$ cat src/rtl/mem_side_pkg.sv
// ---------------------------------------------------------------------------
// mem_side_pkg : shared constants, FSM encoding and byte-lane helpers
// Rev 1.0
// ---------------------------------------------------------------------------
`default_nettype none

package mem_side_pkg;

  localparam int LINE_WORDS = 4;
  localparam int OFFSET_W   = 2;
  localparam int BE_W       = 4;

  localparam logic [1:0] S_IDLE      = 2'd0;
  localparam logic [1:0] S_ST_ACCESS = 2'd1;
  localparam logic [1:0] S_LD_ACCESS = 2'd2;
  localparam logic [1:0] S_LD_NEXT   = 2'd3;

  function automatic logic [BE_W-1:0] byte_enable(input logic is_byte,
                                                  input logic [1:0] lane);
    logic [BE_W-1:0] one;
    one = BE_W'(1);
    byte_enable = is_byte ? (one << lane) : {BE_W{1'b1}};
  endfunction

  // Byte stores put the low byte on every lane; the enables pick the target.
  function automatic logic [31:0] lane_data(input logic is_byte,
                                            input logic [31:0] data);
    lane_data = is_byte ? {4{data[7:0]}} : data;
  endfunction

endpackage

`default_nettype wire

$ cat src/rtl/mem_side_fill_ctr.sv
// ---------------------------------------------------------------------------
// mem_side_fill_ctr : critical-word-first offset and words-delivered counter
// Rev 1.0
// ---------------------------------------------------------------------------
`default_nettype none

module mem_side_fill_ctr
  import mem_side_pkg::*;
(
  input  logic                sysclk,
  input  logic                nRESET,
  input  logic                load,
  input  logic [OFFSET_W-1:0] start,
  input  logic                advance,
  input  logic                clear,
  output logic [OFFSET_W-1:0] offset,
  output logic                last,
  output logic                done
);

  localparam logic [OFFSET_W:0] C_LAST = (OFFSET_W+1)'(LINE_WORDS-1);
  localparam logic [OFFSET_W:0] C_DONE = (OFFSET_W+1)'(LINE_WORDS);

  logic [OFFSET_W-1:0] r_offset;
  logic [OFFSET_W:0]   r_count;

  always_ff @(posedge sysclk or negedge nRESET) begin
    if (!nRESET) begin
      r_offset <= '0;
      r_count  <= '0;
    end else if (clear) begin
      r_offset <= '0;
      r_count  <= '0;
    end else if (load) begin
      r_offset <= start;
      r_count  <= '0;
    end else if (advance) begin
      // natural overflow of the offset gives the 3 -> 0 wrap
      r_offset <= r_offset + OFFSET_W'(1);
      r_count  <= r_count + (OFFSET_W+1)'(1);
    end
  end

  assign offset = r_offset;
  assign last   = (r_count == C_LAST);
  assign done   = (r_count == C_DONE);

endmodule

`default_nettype wire

$ cat src/rtl/mem_side_controller.sv
// ---------------------------------------------------------------------------
// mem_side_controller : write-buffer drains and 4-word line fills on req/ack bus
// Rev 1.0
// ---------------------------------------------------------------------------
`default_nettype none

module mem_side_controller
  import mem_side_pkg::*;
#(
  parameter int ADDR_W  = 32,
  parameter int DATA_W  = 32,
  parameter int TIMEOUT = 255
) (
  input  logic                sysclk,
  input  logic                nRESET,
  input  logic                Load_Trigger,
  input  logic                Store_Trigger,
  input  logic [ADDR_W-1:0]   write_buffer_addr,
  input  logic [DATA_W-1:0]   write_buffer_data,
  input  logic                write_buffer_is_byte,
  output logic                st_busy,
  output logic                ld_busy,
  output logic                load_from_mem_req,
  output logic [DATA_W-1:0]   load_from_mem_data,
  output logic [OFFSET_W-1:0] load_from_mem_offset,
  output logic                mem_req,
  output logic                mem_we,
  output logic [ADDR_W-1:0]   mem_addr,
  output logic [DATA_W-1:0]   mem_wdata,
  output logic [BE_W-1:0]     mem_be,
  input  logic [DATA_W-1:0]   mem_rdata,
  input  logic                mem_ack,
  output logic                mem_err
);

  localparam int              TMO_W      = $clog2(TIMEOUT + 1);
  localparam logic [TMO_W-1:0] C_TMO_LAST = TMO_W'(TIMEOUT - 1);

  logic [1:0]          r_state;
  logic                r_st_pending;
  logic [ADDR_W-1:0]   r_st_addr;
  logic [DATA_W-1:0]   r_st_data;
  logic                r_st_byte;
  logic                r_ld_pending;
  logic [ADDR_W-5:0]   r_line;
  logic [TMO_W-1:0]    r_tmo;
  logic                r_err;
  logic                r_ld_req;
  logic [DATA_W-1:0]   r_ld_data;
  logic [OFFSET_W-1:0] r_ld_off;

  logic                w_in_access;
  logic                w_timeout;
  logic                w_st_cap;
  logic                w_ld_cap;
  logic [OFFSET_W-1:0] w_offset;
  logic                w_last;
  logic                w_done;

  assign w_in_access = (r_state == S_ST_ACCESS) || (r_state == S_LD_ACCESS);
  assign w_timeout   = w_in_access && !mem_ack && (r_tmo == C_TMO_LAST);
  assign w_st_cap    = Store_Trigger && !r_st_pending;
  assign w_ld_cap    = Load_Trigger && !r_ld_pending;

  mem_side_fill_ctr u_fill_ctr (
    .sysclk  (sysclk),
    .nRESET  (nRESET),
    .load    (w_ld_cap),
    .start   (write_buffer_addr[3:2]),
    .advance ((r_state == S_LD_ACCESS) && mem_ack),
    .clear   ((r_state == S_LD_ACCESS) && w_timeout),
    .offset  (w_offset),
    .last    (w_last),
    .done    (w_done)
  );

  always_ff @(posedge sysclk or negedge nRESET) begin
    if (!nRESET) begin
      r_state      <= S_IDLE;
      r_st_pending <= 1'b0;
      r_st_addr    <= '0;
      r_st_data    <= '0;
      r_st_byte    <= 1'b0;
      r_ld_pending <= 1'b0;
      r_line       <= '0;
      r_err        <= 1'b0;
      r_ld_req     <= 1'b0;
      r_ld_data    <= '0;
      r_ld_off     <= '0;
    end else begin
      r_ld_req <= 1'b0;
      if (w_st_cap) begin
        r_st_pending <= 1'b1;
        r_st_addr    <= write_buffer_addr;
        r_st_data    <= write_buffer_data;
        r_st_byte    <= write_buffer_is_byte;
      end
      if (w_ld_cap) begin
        r_ld_pending <= 1'b1;
        r_line       <= write_buffer_addr[ADDR_W-1:4];
      end
      case (r_state)
        S_IDLE: begin
          // drain the write buffer first so a fill never returns stale data
          if (r_st_pending)      r_state <= S_ST_ACCESS;
          else if (r_ld_pending) r_state <= S_LD_ACCESS;
        end
        S_ST_ACCESS: begin
          if (mem_ack || w_timeout) begin
            r_st_pending <= 1'b0;
            r_state      <= S_IDLE;
            if (!mem_ack) r_err <= 1'b1;
          end
        end
        S_LD_ACCESS: begin
          if (mem_ack) begin
            r_ld_req  <= 1'b1;
            r_ld_data <= mem_rdata;
            r_ld_off  <= w_offset;
            if (w_last) r_ld_pending <= 1'b0;
            r_state   <= S_LD_NEXT;
          end else if (w_timeout) begin
            r_err        <= 1'b1;
            r_ld_pending <= 1'b0;
            r_state      <= S_IDLE;
          end
        end
        default: r_state <= w_done ? S_IDLE : S_LD_ACCESS;
      endcase
    end
  end

  always_ff @(posedge sysclk or negedge nRESET) begin
    if (!nRESET)                                 r_tmo <= '0;
    else if (!w_in_access || mem_ack || w_timeout) r_tmo <= '0;
    else                                         r_tmo <= r_tmo + TMO_W'(1);
  end

  always_comb begin
    mem_req   = 1'b0;
    mem_we    = 1'b0;
    mem_addr  = '0;
    mem_wdata = '0;
    mem_be    = '0;
    case (r_state)
      S_ST_ACCESS: begin
        mem_req   = 1'b1;
        mem_we    = 1'b1;
        mem_addr  = {r_st_addr[ADDR_W-1:2], 2'b00};
        mem_wdata = lane_data(r_st_byte, r_st_data);
        mem_be    = byte_enable(r_st_byte, r_st_addr[1:0]);
      end
      S_LD_ACCESS: begin
        mem_req  = 1'b1;
        mem_be   = {BE_W{1'b1}};
        mem_addr = {r_line, w_offset, 2'b00};
      end
      default: ;
    endcase
  end

  assign st_busy              = r_st_pending;
  assign ld_busy              = r_ld_pending;
  assign load_from_mem_req    = r_ld_req;
  assign load_from_mem_data   = r_ld_data;
  assign load_from_mem_offset = r_ld_off;
  assign mem_err              = r_err;

endmodule

`default_nettype wire

$ cat config.mk
export PLATFORM = sky130hd
export DESIGN_NAME = mem_side_controller
export DESIGN_NICKNAME = d
export VERILOG_FILES = /design/src/rtl/mem_side_pkg.sv /design/src/rtl/mem_side_fill_ctr.sv /design/src/rtl/mem_side_controller.sv
export SDC_FILE = /design/constraint.sdc
export NUM_CORES = 1
export LEC_CHECK = 0
export ABC_AREA = 1
export CORE_MARGIN = 1
export CORE_UTILIZATION = 51
export CTS_CLUSTER_DIAMETER = 50
export DETAILED_ROUTE_END_ITERATION = 6
export PLACE_DENSITY_LB_ADDON = 0.2
export SYNTH_ARGS = -nofsm -noshare
export SYNTH_HDL_FRONTEND = slang
export SYNTH_HIERARCHICAL = 1
export SYNTH_SLANG_ARGS = --single-unit
$ cat constraint.sdc
create_clock -name sysclk -period 2.61 [get_ports sysclk]
set_clock_uncertainty 0.15 [all_clocks]
set_input_delay 0.3915 -clock sysclk [delete_from_list [all_inputs] [get_ports sysclk]]
set_output_delay 0.3915 -clock sysclk [all_outputs]
set_load 0.05 [all_outputs]
==> results of run 1 <==
[logic make-up after synthesis]
logic type / share of synthesized area [%]
DFF: 54.3
AOI/OAI and AO/OA: 9.90
muxes: 6.03
and+or+nand+nor: 19.8
other: 0.0558
buffers and inverters: 7.91
xor gates and xnor gates: 0.261
adders and majority gates: 1.67
[metal layers]
| metal | global-route usage, % | vias to the layer above | part of all wire (%) |
|---|---|---|---|
| met5 | 0 | - | 0 |
| met2 | 44.3 | 211 | 50 |
| met4 | 8.69 | 0 | 1.1 |
| li1 | - | 2809 | - |
| met1 | 34.0 | 2839 | 41 |
| met3 | 8.44 | 18 | 7.5 |
[worst max-delay path, stage by stage, from the launching register on]
cell and delay, ns:
dfrtp_1 0.43, inv_1 0.10, ha_1 0.37, inv_1 0.10, buf_12 0.19, a21oi_1 0.27, buf_12 0.18
[cell type report]
type | instances | area, sq um | share of cell area, %
Sequential cell | 146 | 3650 | 35.1
Timing Repair Buffer | 222 | 2950 | 28.4
Multi-Input combinational cell | 510 | 2680 | 25.7
Clock buffer | 17 | 425 | 4.09
Inverter | 68 | 262 | 2.51
Tap cell | 172 | 215 | 2.07
Clock inverter | 15 | 209 | 2.01
Timing Repair inverter | 1 | 7.51 | 0.0722
[repair_timing]
| action | in CTS | in global routing |
|---|---|---|
| gates resized for setup | 6 | 9 |
| gates cloned | 2 | 1 |
| hold endpoints to repair | 50 | 0 |
| hold buffers | 1 | 0 |
| buffers inserted | 0 | 1 |
| setup endpoints to repair | 25 | 15 |
[placed cells by master, fill, tap and decap left out, drive strengths merged, types with 2 or more instances in the layout]
cell type / count
nand2: 294
dfrtp: 146
clkdlybuf4s50: 138
buf: 80
inv: 69
a21oi: 68
o21ai: 62
mux2: 34
nor2: 23
clkbuf: 18
nand3: 10
ha: 9
clkinv: 6
clkinvlp: 5
bufinv: 4
nor3b: 2
nand4: 2
conb: 2
[sequential cells by signal, indices dropped and copies added (netlist names), 2 cells and up]
signal and count:
u_fill_ctr/offset 2, r_st_data 32, load_from_mem_data 32, r_state 2, load_from_mem_offset 2, r_st_addr 32, u_fill_ctr/r_count 3, r_tmo 8
r_line 28
[power breakdown]
group | switching, uW | internal, uW
clock network | 968 | 1610
logic | 4650 | 3140
registers | 605 | 3290
[metrics by stage]
| stage | cell area (sq um) | total power (uW) | std cells | setup TNS (ns) |
|---|---|---|---|---|
| after floorplan | 6800 | 8340 | 764 | -5.15 |
| after global placement | 9620 | 11300 | 1114 | 0 |
| after detailed placement | 9620 | 11400 | 1114 | 0 |
| after CTS | 10300 | 14200 | 1149 | 0 |
| after global routing | 10400 | 15000 | 1151 | -0.556 |
| final | 10400 | 14300 | 1151 | 0 |
[worst min-delay path by stage]
stage,cells past startpoint,endpoint,slack [ns],start
2_1_floorplan,0,ld_busy,-0.05,nRESET
3_3_place_gp,1,load_from_mem_data[10],0.22,nRESET
3_5_place_dp,1,load_from_mem_data[9],0.22,nRESET
4_1_cts,2,load_from_mem_data[23],0.33,load_from_mem_data[23]
5_1_grt,2,load_from_mem_data[23],0.35,load_from_mem_data[23]
6_report,2,load_from_mem_data[9],0.33,nRESET
[cell usage after synthesis, drive strengths merged]
cell type	n	area, sq um
inv	68	258
buf	33	246
clkbuf	7	27.5
nand3	10	65.1
mux2	34	405
a21oi	68	344
nor3b	2	15.0
ha	9	113
o21bai	1	7.51
xnor2	1	8.76
nand2	294	1130
xor2	1	8.76
or2	1	6.26
nand4	2	12.5
o21ai	62	314
nor2	23	109
conb	1	3.75
dfrtp	146	3650
==> key figures, run 1 <==
Timing
  • Fin. Hold Viols: 0
  • RSZ-0062 raised after global routing: yes
  • Max Freq: 384 MHz
  • Least-Margin Pin Slew: 0.706 ns
  • Rel. slew slack: 52.9%
  • Worst hold slack: 0.328 ns
  • Crit path time final: 2.60 ns
  • Worst setup margin: 0.00892 ns
  • Slew Limit Fails: 0
  • Final worst-path cycle share: 99.7%
  • Final setup viols: 0

GRT
  • First-pass GRT wire length: 27.8 mm
  • Tot GR Track Use: 26.9%
  • Largest net degree at the start of global routing: 57
  • Initial antenna violation count: 0
  • Global route overflow: 0
  • Vias in the first global route: 5653

Synth
  • Syn avg cell area: 8.81 sq um
  • Share of the yosys chip area belonging to registers: 54.3%
  • Synth Register Bits: 146
  • Post-Synthesis Cell Area: 0.00672 sq mm
  • Cell variety after synth: 34
  • YS warnings: 6
  • Syn Inst Count: 763

Route
  • Vias: 5877
  • DRT Wirelength: 17.9 mm
  • Detail Route Antenna Nets: 0
  • DRT Pass-1 Iters: 7
  • DR vias/cell: 5.11
  • DR iter-0 viols: 364
  • Post-route DRC: 0
  • Post-DR wirelength/cell: 15.5 um

Worst setup path
  • Setup crit start: r_state[0]
  • R2r endpoint: u_fill_ctr/offset[1]
  • Worst Path Arrival: 2.06 ns
  • CP max FO: 31
  • FF-to-FF setup slack: 0.31 ns
  • Critical Path Sink: mem_addr[4]
  • R2R depth: 13
  • Critical Path Start Type: flip-flop
  • Setup CP Type: reg -> out
  • Worst EP required: 2.07 ns
  • Crit path capture type: output port
  • Worst r2r src: r_state[0]

Clocking
  • Clk slew on worst S/H paths: 0.06 ns
  • Clock Sink Count: 146
  • Inserted Clock Buffers: 17
  • H-Tree Depth: 4
  • CTS tree: yes
  • Root Driver: clkbuf_16
  • Max Buffers Root-to-Sink: 2
  • Clock latency at the later pin of the worst-skew pair: 0.42 ns

Cells and area
  • Post-route core utilization: 81.7%
  • # fillers: 807
  • Share of cells above drive strength 1: 20.1%
  • Area delta synth->final: 54.7%
  • Layout Nets: 1077
  • # diodes: 0

Status
  • Status: complete, no violations

Placement
  • Hpwl dp: 11.6 mm
  • Port Buffers: 207
  • Worst slack, placed: 0.335 ns
  • Global placement routability congestion: 0.783

Hold path
  • Worst hold path type: in -> async

Floorplan
  • Cell Rows: 41
  • Initial Utilization: 52.9%
  • Core Region: 0.0127 sq mm
  • Chip Height: 117 um
  • Chip width: 117 um
  • Die area: 0.0136 sq mm
  • I/O pins: 210

Pwr
  • Cell Pwr Density: 1370 mW/mm^2
  • Leak pwr: 0.00482 uW
  • Maximum vdd drop: 0.000923 V

Flow run
  • Max Cap Viol: 0
(Power assumes the default switching activity.)
==> inputs of run 2 (changes only) <==
--- a/config.mk
+++ b/config.mk
@@ -11,6 +11,7 @@
 export CTS_CLUSTER_DIAMETER = 50
 export DETAILED_ROUTE_END_ITERATION = 6
 export PLACE_DENSITY_LB_ADDON = 0.2
+export SETUP_SLACK_MARGIN = 0.3
 export SYNTH_ARGS = -nofsm -noshare
 export SYNTH_HDL_FRONTEND = slang
 export SYNTH_HIERARCHICAL = 1
==> key figures, run 2 (synthesis gave the netlist of run 1 again) <==
Cells and area
  • # fillers: 639 (-21%)
  • Most frequent cells in the layout: nand2_1, dfrtp_1, clkdlybuf4s50_1
  • Post-route core utilization: 86.4% (+4.7 points)
  • Share of cells above drive strength 1: 24.3% (+4.2 points)
  • Reg area: 0.00365 sq mm (about the same)
  • Area delta synth->final: 63.5%
  • Commonest non-fill, non-tap cell in the layout: nand2_1
  • Multi-input gate area: 0.00315 sq mm (+18%)
  • # diodes: 0 (unchanged)
  • Layout Nets: 1082 (+0.46%)

Clocking
  • H-Tree Depth: 4 (unchanged)
  • Clock latency at the later pin of the worst-skew pair: 0.42 ns (about the same)
  • CTS tree: yes
  • Max Buffers Root-to-Sink: 2 (unchanged)
  • Inserted Clock Buffers: 17 (unchanged)
  • Clock Sink Count: 146 (unchanged)
  • Clk slew on worst S/H paths: 0.06 ns (about the same)
  • Root Driver: clkbuf_16

GRT
  • Tot GR Track Use: 31.3% (+4.4 points)
  • First-pass GRT wire length: 32.1 mm (+16%)
  • Vias in the first global route: 6350 (+12%)
  • Initial antenna violation count: 0 (unchanged)
  • Largest net degree at the start of global routing: 72 (+26%)
  • Global route overflow: 0 (unchanged)

Timing
  • Fin. Hold Viols: 0 (unchanged)
  • Final worst-path cycle share: 89.2% (-11 points)
  • Max Freq: 430 MHz (+12%)
  • Slew Limit Fails: 0 (unchanged)
  • Final setup viols: 0 (unchanged)
  • Worst hold slack: 0.328 ns (-0.000477 ns)
  • Total negative slack: 0 ns (unchanged)
  • Crit path time final: 2.33 ns (-0.274 ns)
  • RSZ-0062 raised after global routing: yes
  • Least-Margin Pin Slew: 0.646 ns (-0.0599 ns)
  • Rel. slew slack: 56.9% (+4.0 points)

Status
  • Status: complete, no violations

Worst setup path
  • Crit path capture type: output port
  • Critical Path Start Type: flip-flop
  • Worst Path Arrival: 1.79 ns (-0.27 ns)
  • Worst EP required: 2.07 ns (about the same)
  • Setup CP Type: reg -> out
  • CP max FO: 28 (-9.7%)

Pwr
  • Cell Pwr Density: 1410 mW/mm^2 (+3.1%)
  • Overall power: 15500 uW (+9.0%)
  • Maximum vdd drop: 0.000875 V (-5.2%)
  • Leak pwr: 0.00491 uW (+1.9%)

Route
  • DR vias/cell: 5.28 (+3.4%)
  • Post-DR wirelength/cell: 17.8 um (+14%)
  • Detail Route Antenna Nets: 0 (unchanged)
  • Vias: 6102 (+3.8%)
  • Post-route DRC: 0 (unchanged)
  • DRT Wirelength: 20.5 mm (+15%)
  • DRT Pass-1 Iters: 5 (-2)
  • DR iter-0 viols: 538 (+48%)

Placement
  • Hpwl dp: 12.9 mm (+11%)
  • Port Buffers: 207 (unchanged)
  • Global placement routability congestion: 0.828 (+5.7%)

Floorplan
  • Die area: 0.0136 sq mm (unchanged)
  • I/O pins: 210 (unchanged)
  • Initial Utilization: 52.9% (unchanged)
  • Core Region: 0.0127 sq mm (unchanged)
  • Cell Rows: 41 (unchanged)
  • Chip Height: 117 um (unchanged)
  • Chip width: 117 um (unchanged)

Hold path
  • Worst hold path type: in -> async

Flow run
  • Max Cap Viol: 0 (unchanged)
## run 2: layer usage
layer,global-route usage [%],wire [um],vias up
met5,0,0,-
met4,10.9,496,0
met3,9.53,1500,43
met2,54.8,10700,260
met1,36.5,7800,2978
li1,-,-,2821
## run 2: path summary, 6_finish.rpt
check / start / endpoint / slack (ns) / depth (start not counted)
min reg2reg: load_from_mem_data[13] / load_from_mem_data[13] / 0.33 / 2
max in group asynchronous: nRESET / r_line[15] / 1.23 / 3
min: nRESET / r_tmo[3] / 0.33 / 2
max: r_state[1] / mem_addr[9] / 0.28 / 6
max reg2reg: r_state[1] / u_fill_ctr/offset[1] / 0.52 / 12
min in group sysclk: load_from_mem_data[13] / load_from_mem_data[13] / 0.33 / 2
## run 2: layout make-up
cell class / count / area share [%]
Multi-Input combinational cell: 510 / 28.7
Inverter: 68 / 2.44
Clock inverter: 14 / 2.04
Timing Repair Buffer: 228 / 27.8
Sequential cell: 146 / 33.2
Clock buffer: 18 / 3.90
Tap cell: 172 / 1.96
## run 2: through the flow
| stage | setup slack, ns | instance area, sq um | std cells |
|---|---|---|---|
| CTS | 0.302 | 11000 | 1155 |
| floorplan | 0.273 | 7250 | 764 |
| global route | 0.206 | 11000 | 1156 |
| detailed placement | 0.398 | 10100 | 1114 |
| global placement | 0.439 | 10100 | 1114 |
| finish | 0.283 | 11000 | 1156 |
## run 2: worst max-delay path, stage by stage, from the launching register on
cell and delay (ns):
dfrtp_1 0.40, inv_2 0.12, ha_4 0.18, buf_12 0.18
nand2_1 0.12, a21oi_4 0.20, buf_12 0.15
## run 2: timing repair
action,in CTS,in global routing
buffers inserted,6,0
resized for setup,33,4
hold buffers,1,0
endpoints found under the setup margin,59,60
pin swaps,2,0
endpoints found under the hold margin,51,0
cloned,2,1
## run 2: power by group
part	leakage (uW)	internal (uW)	switching [uW]
clock	0.000305	1710	996
combinational	0.00281	3570	5300
sequential	0.00180	3290	683
total	0.00491	8570	6980
==> inputs of run 3 (changes only) <==
--- a/config.mk
+++ b/config.mk
@@ -7,7 +7,7 @@
 export LEC_CHECK = 0
 export ABC_AREA = 1
 export CORE_MARGIN = 1
-export CORE_UTILIZATION = 51
+export CORE_UTILIZATION = 35
 export CTS_CLUSTER_DIAMETER = 50
 export DETAILED_ROUTE_END_ITERATION = 6
 export PLACE_DENSITY_LB_ADDON = 0.2
@@ -16,3 +16,4 @@
 export SYNTH_HDL_FRONTEND = slang
 export SYNTH_HIERARCHICAL = 1
 export SYNTH_SLANG_ARGS = --single-unit
+export TNS_END_PERCENT = 30
==> key figures, run 3 (synthesis gave the netlist of run 1 again) <==
Worst setup path
  • Worst r2r src: r_state[0]
  • Setup CP Type: reg -> out
  • Worst EP required: 2.07 ns (about the same)
  • CP max FO: 8 (-71%)
  • Setup crit start: r_state[0]
  • Crit path capture type: output port
  • R2R depth: 12 (unchanged)
  • R2r endpoint: u_fill_ctr/offset[1]
  • Crit path cell chain: buf_12, ha_4, clkinvlp_4, buf_12, buf_12, a21oi_4, buf_12
  • Critical Path Start Type: flip-flop
  • CP peak stage delay: 0.41 ns (about the same)
  • Critical Path Sink: mem_wdata[12]
  • CP max-delay cell: dfrtp_2
  • Worst Path Arrival: 1.83 ns (+0.04 ns)
  • Most used cell along the critical path: buf_12
  • FF-to-FF setup slack: 0.65 ns (+0.13 ns)

Cells and area
  • # diodes: 0 (unchanged)
  • Post-route cell area: 0.0113 sq mm (+3.0%)
  • Layout Nets: 1095 (+1.2%)
  • Area delta synth->final: 68.4%
  • Most frequent cells in the layout: nand2_1, dfrtp_1, clkdlybuf4s50_1
  • Commonest non-fill, non-tap cell in the layout: nand2_1
  • Share of cells above drive strength 1: 25.9% (+1.6 points)

Flow run
  • Max Cap Viol: 0 (unchanged)

Clocking
  • Inserted Clock Buffers: 17 (unchanged)
  • H-Tree Depth: 4 (unchanged)
  • Root Driver: clkbuf_16
  • Clock Sink Count: 146 (unchanged)
  • Max Buffers Root-to-Sink: 2 (unchanged)
  • Clk slew on worst S/H paths: 0.06 ns (about the same)
  • CTS tree: yes
  • Clock latency at the later pin of the worst-skew pair: 0.41 ns (about the same)

Timing
  • Final setup viols: 0 (unchanged)
  • Crit path time final: 2.37 ns (+0.0424 ns)
  • Final worst-path cycle share: 90.8% (+1.6 points)
  • Max Freq: 422 MHz (-1.8%)
  • Worst hold slack: 0.328 ns (+0.000163 ns)
  • Slew Limit Fails: 0 (unchanged)
  • Rel. slew slack: 57.9% (+1.0 points)
  • Total negative slack: 0 ns (unchanged)
  • Fin. Hold Viols: 0 (unchanged)
  • RSZ-0062 raised after global routing: yes
  • Least-Margin Pin Slew: 0.631 ns (-0.0152 ns)

Floorplan
  • Initial Utilization: 35.8% (-17 points)
  • I/O pins: 210 (unchanged)
  • Chip width: 141 um (+20%)
  • Core Region: 0.0188 sq mm (+48%)
  • Die area: 0.0198 sq mm (+45%)
  • Chip Height: 141 um (+20%)
  • Cell Rows: 50 (+22%)

Route
  • DR iter-0 viols: 271 (-50%)
  • DR vias/cell: 4.72 (-11%)
  • Vias: 5808 (-4.8%)
  • DRT Pass-1 Iters: 4 (-1)
  • DRT Wirelength: 18.9 mm (-8.1%)
  • Post-route DRC: 0 (unchanged)
  • Post-DR wirelength/cell: 15.3 um (-14%)
  • Detail Route Antenna Nets: 0 (unchanged)

Placement
  • Global placement routability congestion: 0.769 (-7.1%)
  • Hpwl dp: 12.5 mm (-3.0%)
  • Port Buffers: 207 (unchanged)
  • Placed Area: 0.0102 sq mm (+1.2%)

Pwr
  • Leak pwr: 0.00499 uW (+1.6%)
  • Maximum vdd drop: 0.000730 V (-17%)
  • Cell Pwr Density: 1380 mW/mm^2 (-2.3%)

Status
  • Status: complete, no violations

GRT
  • First-pass GRT wire length: 30.9 mm (-3.6%)
  • Tot GR Track Use: 20.1% (-11 points)
  • Vias in the first global route: 5853 (-7.8%)
  • Initial antenna violation count: 0 (unchanged)
  • Largest net degree at the start of global routing: 60 (-17%)
  • Global route overflow: 0 (unchanged)

Hold path
  • Worst hold path type: reg -> reg
run 3: through the flow:
stage	total power (uW)	std cells	setup WS (ns)	util [%]
floorplan	8970	764	0.273	-
global placement	12000	1182	0.457	54.2
detailed placement	12100	1182	0.399	54.2
CTS	15600	1229	0.237	60.0
global route	16500	1231	0.165	60.3
finish	15600	1231	0.241	60.3
run 3: worst max-delay path, delay by kind of cell, from the launching register on:
kind	cells	cell delay (ns)
adders and majority gates	1	0.18
AOI/OAI and AO/OA	1	0.14
buffers and inverters	5	0.67
DFF	1	0.41
run 3: what timing repair did:
item	CTS	global route
cloned	3	0
resized for setup	51	6
endpoints found under the hold margin	56	0
setup buffers	11	2
pin swaps	5	1
hold buffers	1	0
setup endpoints to repair	58	64
run 3: worst min path at each step:
stage                                 from                      to  slack [ns]  cells after the start
global placement                    nRESET            r_st_addr[5]        0.26                      1
floorplan                           nRESET                 ld_busy       -0.05                      0
CTS                 load_from_mem_data[13]  load_from_mem_data[13]        0.33                      2
global route        load_from_mem_data[20]  load_from_mem_data[20]        0.35                      2
detailed placement                  nRESET            r_st_addr[8]        0.26                      1
finish              load_from_mem_data[13]  load_from_mem_data[13]        0.33                      2
run 3: routing by layer:
| layer | vias up | GRT usage (%) | routed length (um) |
|---|---|---|---|
| li1 | 2851 | - | - |
| met1 | 2788 | 26.8 | 8570 |
| met2 | 155 | 32.3 | 9000 |
| met3 | 14 | 5.43 | 1090 |
| met4 | 0 | 5.55 | 199 |
| met5 | - | 0 | 0 |
run 3: where the power goes:
part	leakage (uW)	internal [uW]	total [uW]	switching (uW)
sequential	0.00180	3290	3900	605
clock	0.000299	1620	2600	985
combinational	0.00289	3790	9150	5360
total	0.00499	8700	15600	6950
run 3: area by class of cell:
type | instances | area (sq um)
fillers | 1496 | 7440
flip-flops and latches | 146 | 3660
multi-input cells | 510 | 3260
repair buffers | 241 | 3220
clock buffers | 18 | 429
well taps | 234 | 293
inverters | 68 | 269
clock inverters | 14 | 203
